==> src/rtl/puf_eval_seq_if.sv <==
// rtl/puf_eval_seq_if.sv - host/core signal bundle for puf_eval_seq
// i_tmo exists only when PUF_EVAL_SEQ_WDOG_EN is defined.
interface puf_eval_seq_if #(
  parameter int N_ARC  = 3,
  parameter int SEL_W  = 2,
  parameter int AUTH_W = 128,
  parameter int CNT_W  = 16
);
  logic              i_go;
  logic              i_abort;
  logic [SEL_W-1:0]  i_arc;
  logic [CNT_W-1:0]  i_evx;
  logic [CNT_W-1:0]  i_scc_begin;
  logic [CNT_W-1:0]  i_scc_end;
  logic [N_ARC-1:0]  i_q;
  logic [N_ARC-1:0]  i_valid;
  logic [N_ARC-1:0]  i_done;
`ifdef PUF_EVAL_SEQ_WDOG_EN
  logic [CNT_W-1:0]  i_tmo;
`endif
  logic [N_ARC-1:0]  o_go;
  logic [AUTH_W-1:0] o_auth;
  logic [CNT_W-1:0]  o_stat;
  logic [CNT_W-1:0]  o_nresp;
  logic              o_save;
  logic              o_busy;
  logic              o_err;
  logic              o_done;

  modport master (
    output i_go, i_abort, i_arc, i_evx, i_scc_begin, i_scc_end, i_q, i_valid, i_done,
`ifdef PUF_EVAL_SEQ_WDOG_EN
    output i_tmo,
`endif
    input  o_go, o_auth, o_stat, o_nresp, o_save, o_busy, o_err, o_done
  );

  modport slave (
    input  i_go, i_abort, i_arc, i_evx, i_scc_begin, i_scc_end, i_q, i_valid, i_done,
`ifdef PUF_EVAL_SEQ_WDOG_EN
    input  i_tmo,
`endif
    output o_go, o_auth, o_stat, o_nresp, o_save, o_busy, o_err, o_done
  );
endinterface

==> src/rtl/puf_eval_seq.sv <==
// rtl/puf_eval_seq.sv - evaluation sequencer for a bank of N_ARC PUF cores
// Optional run watchdog enabled by defining PUF_EVAL_SEQ_WDOG_EN.
module puf_eval_seq #(
  parameter int N_ARC  = 3,
  parameter int SEL_W  = 2,
  parameter int AUTH_W = 128,
  parameter int CNT_W  = 16
) (
  input  logic          clk,
  input  logic          rst,
  puf_eval_seq_if.slave bus
);

  localparam logic [2:0] S_IDLE    = 3'd0;
  localparam logic [2:0] S_START   = 3'd1;
  localparam logic [2:0] S_RUN     = 3'd2;
  localparam logic [2:0] S_WAITLOW = 3'd3;
  localparam logic [2:0] S_FIN     = 3'd4;
  localparam logic [2:0] S_HOLD    = 3'd5;
  localparam logic [SEL_W:0] N_SEL = (SEL_W+1)'(N_ARC);

  logic [1:0]        go_sync_q;
  logic [N_ARC-1:0]  valid_s1_q, valid_s2_q, valid_prev_q;
  logic [N_ARC-1:0]  q_s1_q, q_s2_q, done_s1_q, done_s2_q;
  logic [2:0]        state_q, state_d;
  logic [SEL_W-1:0]  sel_q, sel_d;
  logic [CNT_W-1:0]  evx_q, evx_d, scc_q, scc_d;
  logic [CNT_W-1:0]  stat_q, stat_d, nresp_q, nresp_d;
  logic [AUTH_W-1:0] auth_q, auth_d;
  logic [N_ARC-1:0]  go_q, go_d;
  logic              save_q, save_d, err_q, err_d, done_q, done_d;
  logic              go_s, valid_sel, prev_sel, q_sel, done_sel;
  logic              cap, active, wdog_hit, abort;
  logic [N_ARC-1:0]  sel_onehot, arc_onehot;
  logic [CNT_W-1:0]  evx_max;

  // Select muxes are written as compares so an out-of-range select reads as 0.
  always_comb begin
    valid_sel  = 1'b0;
    prev_sel   = 1'b0;
    q_sel      = 1'b0;
    done_sel   = 1'b0;
    sel_onehot = '0;
    arc_onehot = '0;
    for (int k = 0; k < N_ARC; k++) begin
      if (sel_q == SEL_W'(k)) begin
        valid_sel     = valid_s2_q[k];
        prev_sel      = valid_prev_q[k];
        q_sel         = q_s2_q[k];
        done_sel      = done_s2_q[k];
        sel_onehot[k] = 1'b1;
      end
      if (bus.i_arc == SEL_W'(k)) arc_onehot[k] = 1'b1;
    end
  end

  assign go_s    = go_sync_q[1];
  assign active  = (state_q == S_START) || (state_q == S_RUN) || (state_q == S_WAITLOW);
  assign cap     = valid_sel && !prev_sel && (state_q != S_IDLE) && (state_q != S_HOLD);
  assign abort   = active && (bus.i_abort || wdog_hit);
  assign evx_max = (bus.i_evx == '0) ? CNT_W'(1) : bus.i_evx;

`ifdef PUF_EVAL_SEQ_WDOG_EN
  logic [CNT_W-1:0] wdog_q, wdog_d;

  assign wdog_hit = (bus.i_tmo != '0) && (wdog_q == bus.i_tmo) &&
                    ((state_q == S_RUN) || (state_q == S_WAITLOW));

  always_comb begin
    wdog_d = wdog_q;
    if (state_q == S_START) wdog_d = '0;
    else if ((state_q == S_RUN) || (state_q == S_WAITLOW)) wdog_d = wdog_q + CNT_W'(1);
  end

  always_ff @(posedge clk or posedge rst) begin
    if (rst) wdog_q <= '0;
    else     wdog_q <= wdog_d;
  end
`else
  assign wdog_hit = 1'b0;
`endif

  always_comb begin
    state_d = state_q;
    sel_d   = sel_q;
    evx_d   = evx_q;
    scc_d   = scc_q;
    stat_d  = stat_q;
    nresp_d = nresp_q;
    auth_d  = auth_q;
    go_d    = go_q;
    save_d  = save_q;
    err_d   = err_q;
    done_d  = done_q;

    if (cap) begin
      auth_d = {auth_q[AUTH_W-2:0], q_sel};
      if (q_sel && (stat_q != '1)) stat_d = stat_q + CNT_W'(1);
      if (nresp_q != '1) nresp_d = nresp_q + CNT_W'(1);
    end

    // o_go is raised on entry to START so both launch latencies stay minimal.
    case (state_q)
      S_IDLE: if (go_s) begin
        sel_d   = bus.i_arc;
        auth_d  = '0;
        stat_d  = '0;
        nresp_d = '0;
        evx_d   = '0;
        err_d   = 1'b0;
        if ({1'b0, bus.i_arc} >= N_SEL) begin
          err_d   = 1'b1;
          state_d = S_FIN;
        end else begin
          go_d    = arc_onehot;
          state_d = S_START;
        end
      end
      S_START: begin
        evx_d   = evx_q + CNT_W'(1);
        scc_d   = '0;
        state_d = S_RUN;
      end
      S_RUN: begin
        if (scc_q == bus.i_scc_end) begin
          save_d = 1'b0;
        end else begin
          scc_d = scc_q + CNT_W'(1);
          if (scc_q == bus.i_scc_begin) save_d = 1'b1;
        end
        if (done_sel) begin
          go_d    = '0;
          state_d = S_WAITLOW;
        end
      end
      S_WAITLOW: if (!done_sel) begin
        if (evx_q >= evx_max) begin
          state_d = S_FIN;
        end else begin
          go_d    = sel_onehot;
          state_d = S_START;
        end
      end
      S_FIN: begin
        save_d  = 1'b0;
        go_d    = '0;
        done_d  = 1'b1;
        state_d = S_HOLD;
      end
      S_HOLD: if (!go_s) begin
        done_d  = 1'b0;
        state_d = S_IDLE;
      end
      default: state_d = S_IDLE;
    endcase

    if (abort) begin
      go_d    = '0;
      save_d  = 1'b0;
      err_d   = 1'b1;
      state_d = S_FIN;
    end
  end

  always_ff @(posedge clk or posedge rst) begin
    if (rst) begin
      go_sync_q    <= '0;
      valid_s1_q   <= '0;
      valid_s2_q   <= '0;
      valid_prev_q <= '0;
      q_s1_q       <= '0;
      q_s2_q       <= '0;
      done_s1_q    <= '0;
      done_s2_q    <= '0;
      state_q      <= S_IDLE;
      sel_q        <= '0;
      evx_q        <= '0;
      scc_q        <= '0;
      stat_q       <= '0;
      nresp_q      <= '0;
      auth_q       <= '0;
      go_q         <= '0;
      save_q       <= 1'b0;
      err_q        <= 1'b0;
      done_q       <= 1'b0;
    end else begin
      go_sync_q    <= {go_sync_q[0], bus.i_go};
      valid_s1_q   <= bus.i_valid;
      valid_s2_q   <= valid_s1_q;
      valid_prev_q <= valid_s2_q;
      q_s1_q       <= bus.i_q;
      q_s2_q       <= q_s1_q;
      done_s1_q    <= bus.i_done;
      done_s2_q    <= done_s1_q;
      state_q      <= state_d;
      sel_q        <= sel_d;
      evx_q        <= evx_d;
      scc_q        <= scc_d;
      stat_q       <= stat_d;
      nresp_q      <= nresp_d;
      auth_q       <= auth_d;
      go_q         <= go_d;
      save_q       <= save_d;
      err_q        <= err_d;
      done_q       <= done_d;
    end
  end

  assign bus.o_go    = go_q;
  assign bus.o_auth  = auth_q;
  assign bus.o_stat  = stat_q;
  assign bus.o_nresp = nresp_q;
  assign bus.o_save  = save_q;
  assign bus.o_busy  = active || (state_q == S_FIN);
  assign bus.o_err   = err_q;
  assign bus.o_done  = done_q;

endmodule
==> src/flat_wrapper.sv <==
// flat-port wrapper written by rule: the top's interface ports become plain ports
module puf_eval_seq_flat 
#(
  parameter int N_ARC  = 3,
  parameter int SEL_W  = 2,
  parameter int AUTH_W = 128,
  parameter int CNT_W  = 16
)
  (clk, rst, bus_i_go, bus_i_abort, bus_i_arc, bus_i_evx, bus_i_scc_begin, bus_i_scc_end, bus_i_q, bus_i_valid, bus_i_done, bus_o_go, bus_o_auth, bus_o_stat, bus_o_nresp, bus_o_save, bus_o_busy, bus_o_err, bus_o_done);
  puf_eval_seq_if #(.N_ARC(N_ARC), .SEL_W(SEL_W), .AUTH_W(AUTH_W), .CNT_W(CNT_W)) bus_i ();
  input  logic clk;
  input  logic rst;
  input wire logic [$bits(bus_i.i_go)-1:0] bus_i_go;
  input wire logic [$bits(bus_i.i_abort)-1:0] bus_i_abort;
  input wire logic [$bits(bus_i.i_arc)-1:0] bus_i_arc;
  input wire logic [$bits(bus_i.i_evx)-1:0] bus_i_evx;
  input wire logic [$bits(bus_i.i_scc_begin)-1:0] bus_i_scc_begin;
  input wire logic [$bits(bus_i.i_scc_end)-1:0] bus_i_scc_end;
  input wire logic [$bits(bus_i.i_q)-1:0] bus_i_q;
  input wire logic [$bits(bus_i.i_valid)-1:0] bus_i_valid;
  input wire logic [$bits(bus_i.i_done)-1:0] bus_i_done;
  output wire logic [$bits(bus_i.o_go)-1:0] bus_o_go;
  output wire logic [$bits(bus_i.o_auth)-1:0] bus_o_auth;
  output wire logic [$bits(bus_i.o_stat)-1:0] bus_o_stat;
  output wire logic [$bits(bus_i.o_nresp)-1:0] bus_o_nresp;
  output wire logic [$bits(bus_i.o_save)-1:0] bus_o_save;
  output wire logic [$bits(bus_i.o_busy)-1:0] bus_o_busy;
  output wire logic [$bits(bus_i.o_err)-1:0] bus_o_err;
  output wire logic [$bits(bus_i.o_done)-1:0] bus_o_done;
  assign bus_i.i_go = bus_i_go;
  assign bus_i.i_abort = bus_i_abort;
  assign bus_i.i_arc = bus_i_arc;
  assign bus_i.i_evx = bus_i_evx;
  assign bus_i.i_scc_begin = bus_i_scc_begin;
  assign bus_i.i_scc_end = bus_i_scc_end;
  assign bus_i.i_q = bus_i_q;
  assign bus_i.i_valid = bus_i_valid;
  assign bus_i.i_done = bus_i_done;
  assign bus_o_go = bus_i.o_go;
  assign bus_o_auth = bus_i.o_auth;
  assign bus_o_stat = bus_i.o_stat;
  assign bus_o_nresp = bus_i.o_nresp;
  assign bus_o_save = bus_i.o_save;
  assign bus_o_busy = bus_i.o_busy;
  assign bus_o_err = bus_i.o_err;
  assign bus_o_done = bus_i.o_done;
  puf_eval_seq #(.N_ARC(N_ARC), .SEL_W(SEL_W), .AUTH_W(AUTH_W), .CNT_W(CNT_W)) u_core (.clk(clk), .rst(rst), .bus(bus_i));
endmodule
==> config.mk <==
export PLATFORM = sky130hd
export DESIGN_NAME = puf_eval_seq_flat
export DESIGN_NICKNAME = d
export VERILOG_FILES = /design/src/rtl/puf_eval_seq_if.sv /design/src/rtl/puf_eval_seq.sv /design/src/flat_wrapper.sv
export SDC_FILE = /design/constraint.sdc
export NUM_CORES = 1
export LEC_CHECK = 0
export ABC_AREA = 0
export CAP_MARGIN = 20
export CORE_MARGIN = 1.5
export CORE_UTILIZATION = 47
export CTS_CLUSTER_DIAMETER = 120
export DETAILED_ROUTE_END_ITERATION = 16
export PLACE_DENSITY = 0.74
export SYNTH_ARGS = -nofsm -noshare
export SYNTH_HDL_FRONTEND = slang
export SYNTH_SLANG_ARGS = --single-unit
==> constraint.sdc <==
create_clock -name clk -period 7.2 [get_ports clk]
set_input_delay 1.08 -clock clk [delete_from_list [all_inputs] [get_ports clk]]
set_output_delay 1.08 -clock clk [all_outputs]
set_load 0.01 [all_outputs]
# [Word level (Yosys, flattened, before mapping)]
# Cells that the tools add are included.
# W data, S select, Z words.
[totals] register_bits=226 inputBits=63 output_inout_bits=167
[op_classes] n_addsub=4 magnitude_cmp=2 eq_ne=24 mux=59 reduce_logical=29
[ops] cell="$mux W128" count=3
[ops] cell="$mux W16" count=11
[ops] cell="$add A16 B1 Y16 const B" count=4
[ops] cell="$pmux W16 S2" count=2
[ops] cell="$mux W3" count=13
[ops] cell="$eq A16 B16 Y1" count=2
[ops] cell="$ne A16 B16 Y1 const B" count=2
[ops] cell="$mux W1" count=26
[ops] cell="$pmux W3 S6" count=1
[ops] cell="$ge A16 B16 Y1" count=1
[ops] cell="$logic_not A16 Y1" count=1
[ops] cell="$pmux W3 S4" count=1
[ops] cell="$reduce_and A2 Y1" count=6
[ops] cell="$reduce_bool A2 Y1" count=5
[ops] cell="$ne A3 B3 Y1 const B" count=3
[ops] cell="$eq A3 B2 Y1 const B" count=2
[ops] cell="$eq A3 B3 Y1 const B" count=2
[ops] cell="$ne A3 B1 Y1 const B" count=2
[ops] cell="$ne A3 B2 Y1 const B" count=2
[ops] cell="$reduce_and A6 Y1" count=1
[ops] cell="$reduce_bool A3 Y1" count=2
[ops] cell="$logic_and A1 B1 Y1" count=5
[ops] cell="$reduce_bool A5 Y1" count=1
[ops] cell="$eq A2 B1 Y1 const B" count=2
[ops] cell="12 further kinds" count=18

# [Depth between registers and ports, before layout]
[logic_depth] word_depth=11 ltp_mapped=9 depth_no_buf=8

# [Worst setup path after synthesis]
# No wires, ideal clock.
[synth_timing] kind="input port to flip-flop" start="in bus_i_evx[9]" end="reg u_core.state_q[2]" setup_time_ns=0.126 arrival_time_ns=3.022 required_ns=7.074 setup_slack_ns=4.052 path_stages=8 n_path_buf=0 cell_sequence="nor4_1 a41o_1 ha_1 nand2b_1 a2111oi_0 o32ai_1 o221a_2 o32a_1"
[synth_between] elab_chain_len=7
[synth_rtl] item="start, declared" line_no="flat_wrapper.sv:16" rtl="input wire logic [$bits(bus_i.i_evx)-1:0] bus_i_evx;"
[synth_rtl] item="$logic_not A16 Y1" line_no="puf_eval_seq.sv:61" rtl="assign evx_max = (bus.i_evx == '0) ? CNT_W'(1) : bus.i_evx;"
[synth_rtl] item="$mux W16 (*)" line_no="puf_eval_seq.sv:61"
[synth_rtl] item="$ge A16 B16 Y1 (*)" line_no="puf_eval_seq.sv:137" rtl="if (evx_q >= evx_max) begin"
[synth_rtl] item="$mux W3 (*)" line_no="puf_eval_seq.sv:137"
[synth_rtl] item="$mux W3 (*)" line_no="puf_eval_seq.sv:136" rtl="S_WAITLOW: if (!done_sel) begin"
[synth_rtl] item="$pmux W3 S6 (*)" line_no="puf_eval_seq.sv:103" rtl="case (state_q)"
[synth_rtl] item="$mux W3 (*)" line_no="puf_eval_seq.sv:157" rtl="if (abort) begin"
[synth_rtl] item="end signal, assigned" line_no="puf_eval_seq.sv:195" rtl="state_q <= state_d;"
[synth_rtl] item="end, declared" line_no="puf_eval_seq.sv:25" rtl="logic [2:0] state_q, state_d;"
# Mark *: on every way between the ends. The rest lies on a longest branch, timed or not. The select of a mux whose other input is x is not followed.
# A chain may end at the register's enable or synchronous reset.

# [Worst setup path after layout]
[layout_timing] start="reg u_core.state_q[2]" end="reg u_core.nresp_q[14], in the netlist u_core.bus.o_nresp[14]"
[layout_between] elab_chain_len=6
[layout_rtl] item="$reduce_bool A3 Y1" line_no="puf_eval_seq.sv:59" rtl="assign cap = valid_sel && !prev_sel && (state_q != S_IDLE) && (state_q != S_HOLD);"
[layout_rtl] item="$logic_and A1 B1 Y1 (2 in series)" line_no="puf_eval_seq.sv:59"
[layout_rtl] item="$mux W16" line_no="puf_eval_seq.sv:96" rtl="if (cap) begin"
[layout_rtl] item="$mux W16" line_no="puf_eval_seq.sv:104" rtl="S_IDLE: if (go_s) begin"
[layout_rtl] item="$mux W16 (*)" line_no="puf_eval_seq.sv:103"
[layout_rtl] item="named net u_core.nresp_d[14]" line_no="puf_eval_seq.sv:28" rtl="logic [CNT_W-1:0] stat_q, stat_d, nresp_q, nresp_d;"
[layout_rtl] item="end signal, assigned" line_no="puf_eval_seq.sv:200" rtl="nresp_q <= nresp_d;"
[layout_rtl] item="end, declared" line_no="puf_eval_seq.sv:28"
# The timed path passes the listed nets; every way through them passes the cells marked *.

==> qor.csv <==
stage;metric;value;unit
clocking;cts_hold_buffers;0;
clocking;htree_levels;1;
route;wl_per_cell;16.74;um
floorplan;pin_count;230;
worst_setup_path;endpoint_kind;register;
route;vias;9380;
min_path;hold_path.class;reg -> reg;
synth;syn-mean-instance-area;9.097;um2
placed_design;place_ws;3.345;ns
sta;final.setup.worst_slack;3.637;ns
grt;grt_pass1_vias;9083;
worst_setup_path;arrival;3.99;ns
synth;synth-seq-cells;226;
synth;synth_area;10890;um2
sta;final-setup-viol-count;0;
layout;n_antenna_cell;0;
worst_setup_path;cp_top_family;compound AO/OA/AOI/OAI gates;
grt;grt_use_total;0.2333;
route;drc;0;
floorplan;initial_core_util;0.4795;
sta;max_slew_margin;0.3406;
worst_setup_path;crit_path_max_fanout;93;
outcome;status;complete, no violations;
synth;synthArstFlopShare;1.000;
synth;synthDistinctLibCells;66;
placed_design;io_buffers;229;
min_path;holdCritStartpoint;u_core.valid_s1_q[1]$_DFF_PP0_;
power;power_density;256.2;nW/um2
floorplan;die_area;24090;um2
worst_setup_path;worstPathCellList;or2_2, a21oi_1, a21o_4, buf_4, nor4_1, a211oi_1;
floorplan;rows;55;
sta;tightest_slew;0.9890;ns
floorplan;fp.dieH;155.2;um
grt;grt_remaining_overflow;0;
clocking;cts_setup_buffers;0;
layout;drive_gt1_frac;0.04799;
grt;grt_pass1_wl;46.46;mm
sta;grt_setup_unrepaired;false;
layout;mostFrequentLayoutCells;nand2_1, clkdlybuf4s50_1, dfrtp_1;
worst_setup_path;cpPeakStageDelay;0.71;ns
sta;fin_crit_sh;0.4948;
worst_setup_path;start_kind;register;
clocking;cts_resized;0;
sta;worst_clock_skew;0.02178;ns
worst_setup_path;required;7.62;ns
sta;drv_slew;0;
route;drt_iter0_drc;597;
layout;fin_nets;1461;
layout;multiInputGateArea;4807;um2
sta;final.min_clock_period;3.563;ns
layout;synthToLayoutAreaGrowth;29.93;%
worst_setup_path;worstSetupPathType;reg -> reg;
clocking;cts_tree;built;
synth;yosys_warnings;0;
clocking;cts_root_buf;clkbuf_16;
route;viasPerCell;5.580;
worst_setup_path;reg2reg_from;u_core.state_q[2]$_DFFE_PP0P_;
route;postRouteAntennaNets;0;
layout;utilization;0.6230;
sta;tns;0;ns
route;wirelength;28.13;mm
layout;seq_area;5655;um2
sta;hold_violations;0;
power;p_leak;5.869;nW
grt;antenna_found_initial;0;
job;drv_cap;0;
layout;layout_commonest_cell;nand2_1;
synth;synth_seq_area_share;0.5194;
worst_setup_path;crit_slowest_cell;a21o_4;
clocking;worst_skew_pair.late_latency;0.52;ns
clocking;clock_sinks;226;
layout;nFillCells;1865;
synth;syn_inst;1197;
sta;clock.fmax;280.7;MHz
synth;synth-edff-count;0;
clocking;clk_pin_slew_worst_paths;0.06;ns
route;drt_pass1_iterations;5;
floorplan;die_w;155.2;um
worst_setup_path;crit_path_start;u_core.state_q[2]$_DFFE_PP0P_;
worst_setup_path;crit_buf_inv;1;
floorplan;core_area;22710;um2
power;vdd_drop_max;0.1739;mV
synth;yosys_most_used_dff;dfrtp_1;
synth;syn_nets;1280;
placed_design;place_hpwl;18.25;mm
grt;grt_max_degree;172;
placed_design;gp_congestion;0.8218;
clocking;cts_buffer_depth;3;
clocking;cts_buffers;24;
report_power, final:
| part | switching, mW | total, mW | internal (mW) |
|---|---|---|---|
| logic | 0.577 | 0.841 | 0.265 |
| clock network | 0.508 | 1.33 | 0.819 |
| registers | 0.124 | 1.46 | 1.33 |
registers in the layout (all words and copies together) (netlist names), 16 cells and up:
name / count
u_core.bus.o_auth: 128
u_core.evx_q: 16
u_core.bus.o_stat: 16
u_core.scc_q: 16
u_core.bus.o_nresp: 16
logic make-up after synthesis:
family,after synthesis,synth area share
compound gates,258,0.1432
xor+xnor,33,0.02654
fa+ha+maj,20,0.02298
buf+inv,109,0.04113
flops,226,0.5194
mux,31,0.02873
simple gates,520,0.2181
worst reg2reg max path: stages (launching register included):
cell and delay (ns):
dfrtp_1 0.70, or2_2 0.45, a21oi_1 0.45, a21o_4 0.71
buf_4 0.72, nor4_1 0.18, a211oi_1 0.28
Yosys cell counts, types with 4 or more instances:
cell | number | share of area
a21oi_1 | 150 | 0.069
a31o_2 | 4 | 0.0032
and2_1 | 4 | 0.0023
and3_1 | 11 | 0.0063
and4_1 | 6 | 0.0048
buf_2 | 21 | 0.0097
clkbuf_1 | 55 | 0.019
dfrtp_1 | 226 | 0.52
ha_1 | 20 | 0.023
inv_1 | 26 | 0.0090
mux2i_1 | 29 | 0.027
nand2_1 | 332 | 0.11
nand2b_1 | 18 | 0.010
nand3_1 | 37 | 0.017
nand4_1 | 24 | 0.014
nor2_1 | 21 | 0.0072
nor3_1 | 15 | 0.0069
nor4_1 | 14 | 0.0080
o211ai_1 | 4 | 0.0028
o21a_1 | 8 | 0.0055
o21ai_0 | 30 | 0.014
o311ai_0 | 9 | 0.0072
o31ai_1 | 7 | 0.0048
o32ai_1 | 4 | 0.0032
o41ai_1 | 9 | 0.0072
or3_1 | 8 | 0.0046
or4_1 | 9 | 0.0062
xnor2_1 | 32 | 0.026
layout make-up:
| cell class | count | area share |
|---|---|---|
| Timing Repair Buffer | 237 | 0.1671 |
| Inverter | 27 | 0.007428 |
| Sequential cell | 226 | 0.3997 |
| Clock inverter | 10 | 0.01141 |
| Tap cell | 285 | 0.02520 |
| Clock buffer | 34 | 0.04935 |
| Multi-Input combinational cell | 862 | 0.3398 |
per-layer routing:
metal | track usage | part of all wire | vias to the layer above
met3 | 0.06156 | 0.078 | 39
li1 | - | - | 4518
met5 | 0 | 0 | -
met1 | 0.3232 | 0.45 | 4552
met2 | 0.3664 | 0.45 | 271
met4 | 0.05941 | 0.020 | 0
metrics by stage:
stage,instances,instance area (um2),hold WS [ns],power (mW)
2_1_floorplan,1197,10890,0.3312,2.054
3_3_place_gp,1637,13290,0.3337,2.309
3_5_place_dp,1637,13290,0.3355,2.320
4_1_cts,1681,14150,0.3512,3.653
5_1_grt,1681,14150,0.3544,3.823
6_report,1681,14150,0.3492,3.624
worst paths after layout:
kind                                                     to  slack [ns]  cells past startpoint
max in group asynchronous   u_core.bus.o_nresp[9]$_DFF_PP0_        4.65                      4
setup / recovery           u_core.bus.o_nresp[14]$_DFF_PP0_        3.64                      6
setup reg to reg           u_core.bus.o_nresp[14]$_DFF_PP0_        3.64                      6
hold reg to reg              u_core.valid_s2_q[1]$_DFF_PP0_        0.35                      0
hold / removal               u_core.valid_s2_q[1]$_DFF_PP0_        0.35                      0
min in group asynchronous   u_core.bus.o_auth[23]$_DFF_PP0_        1.13                      3
Power figures use the tool's default switching activity.
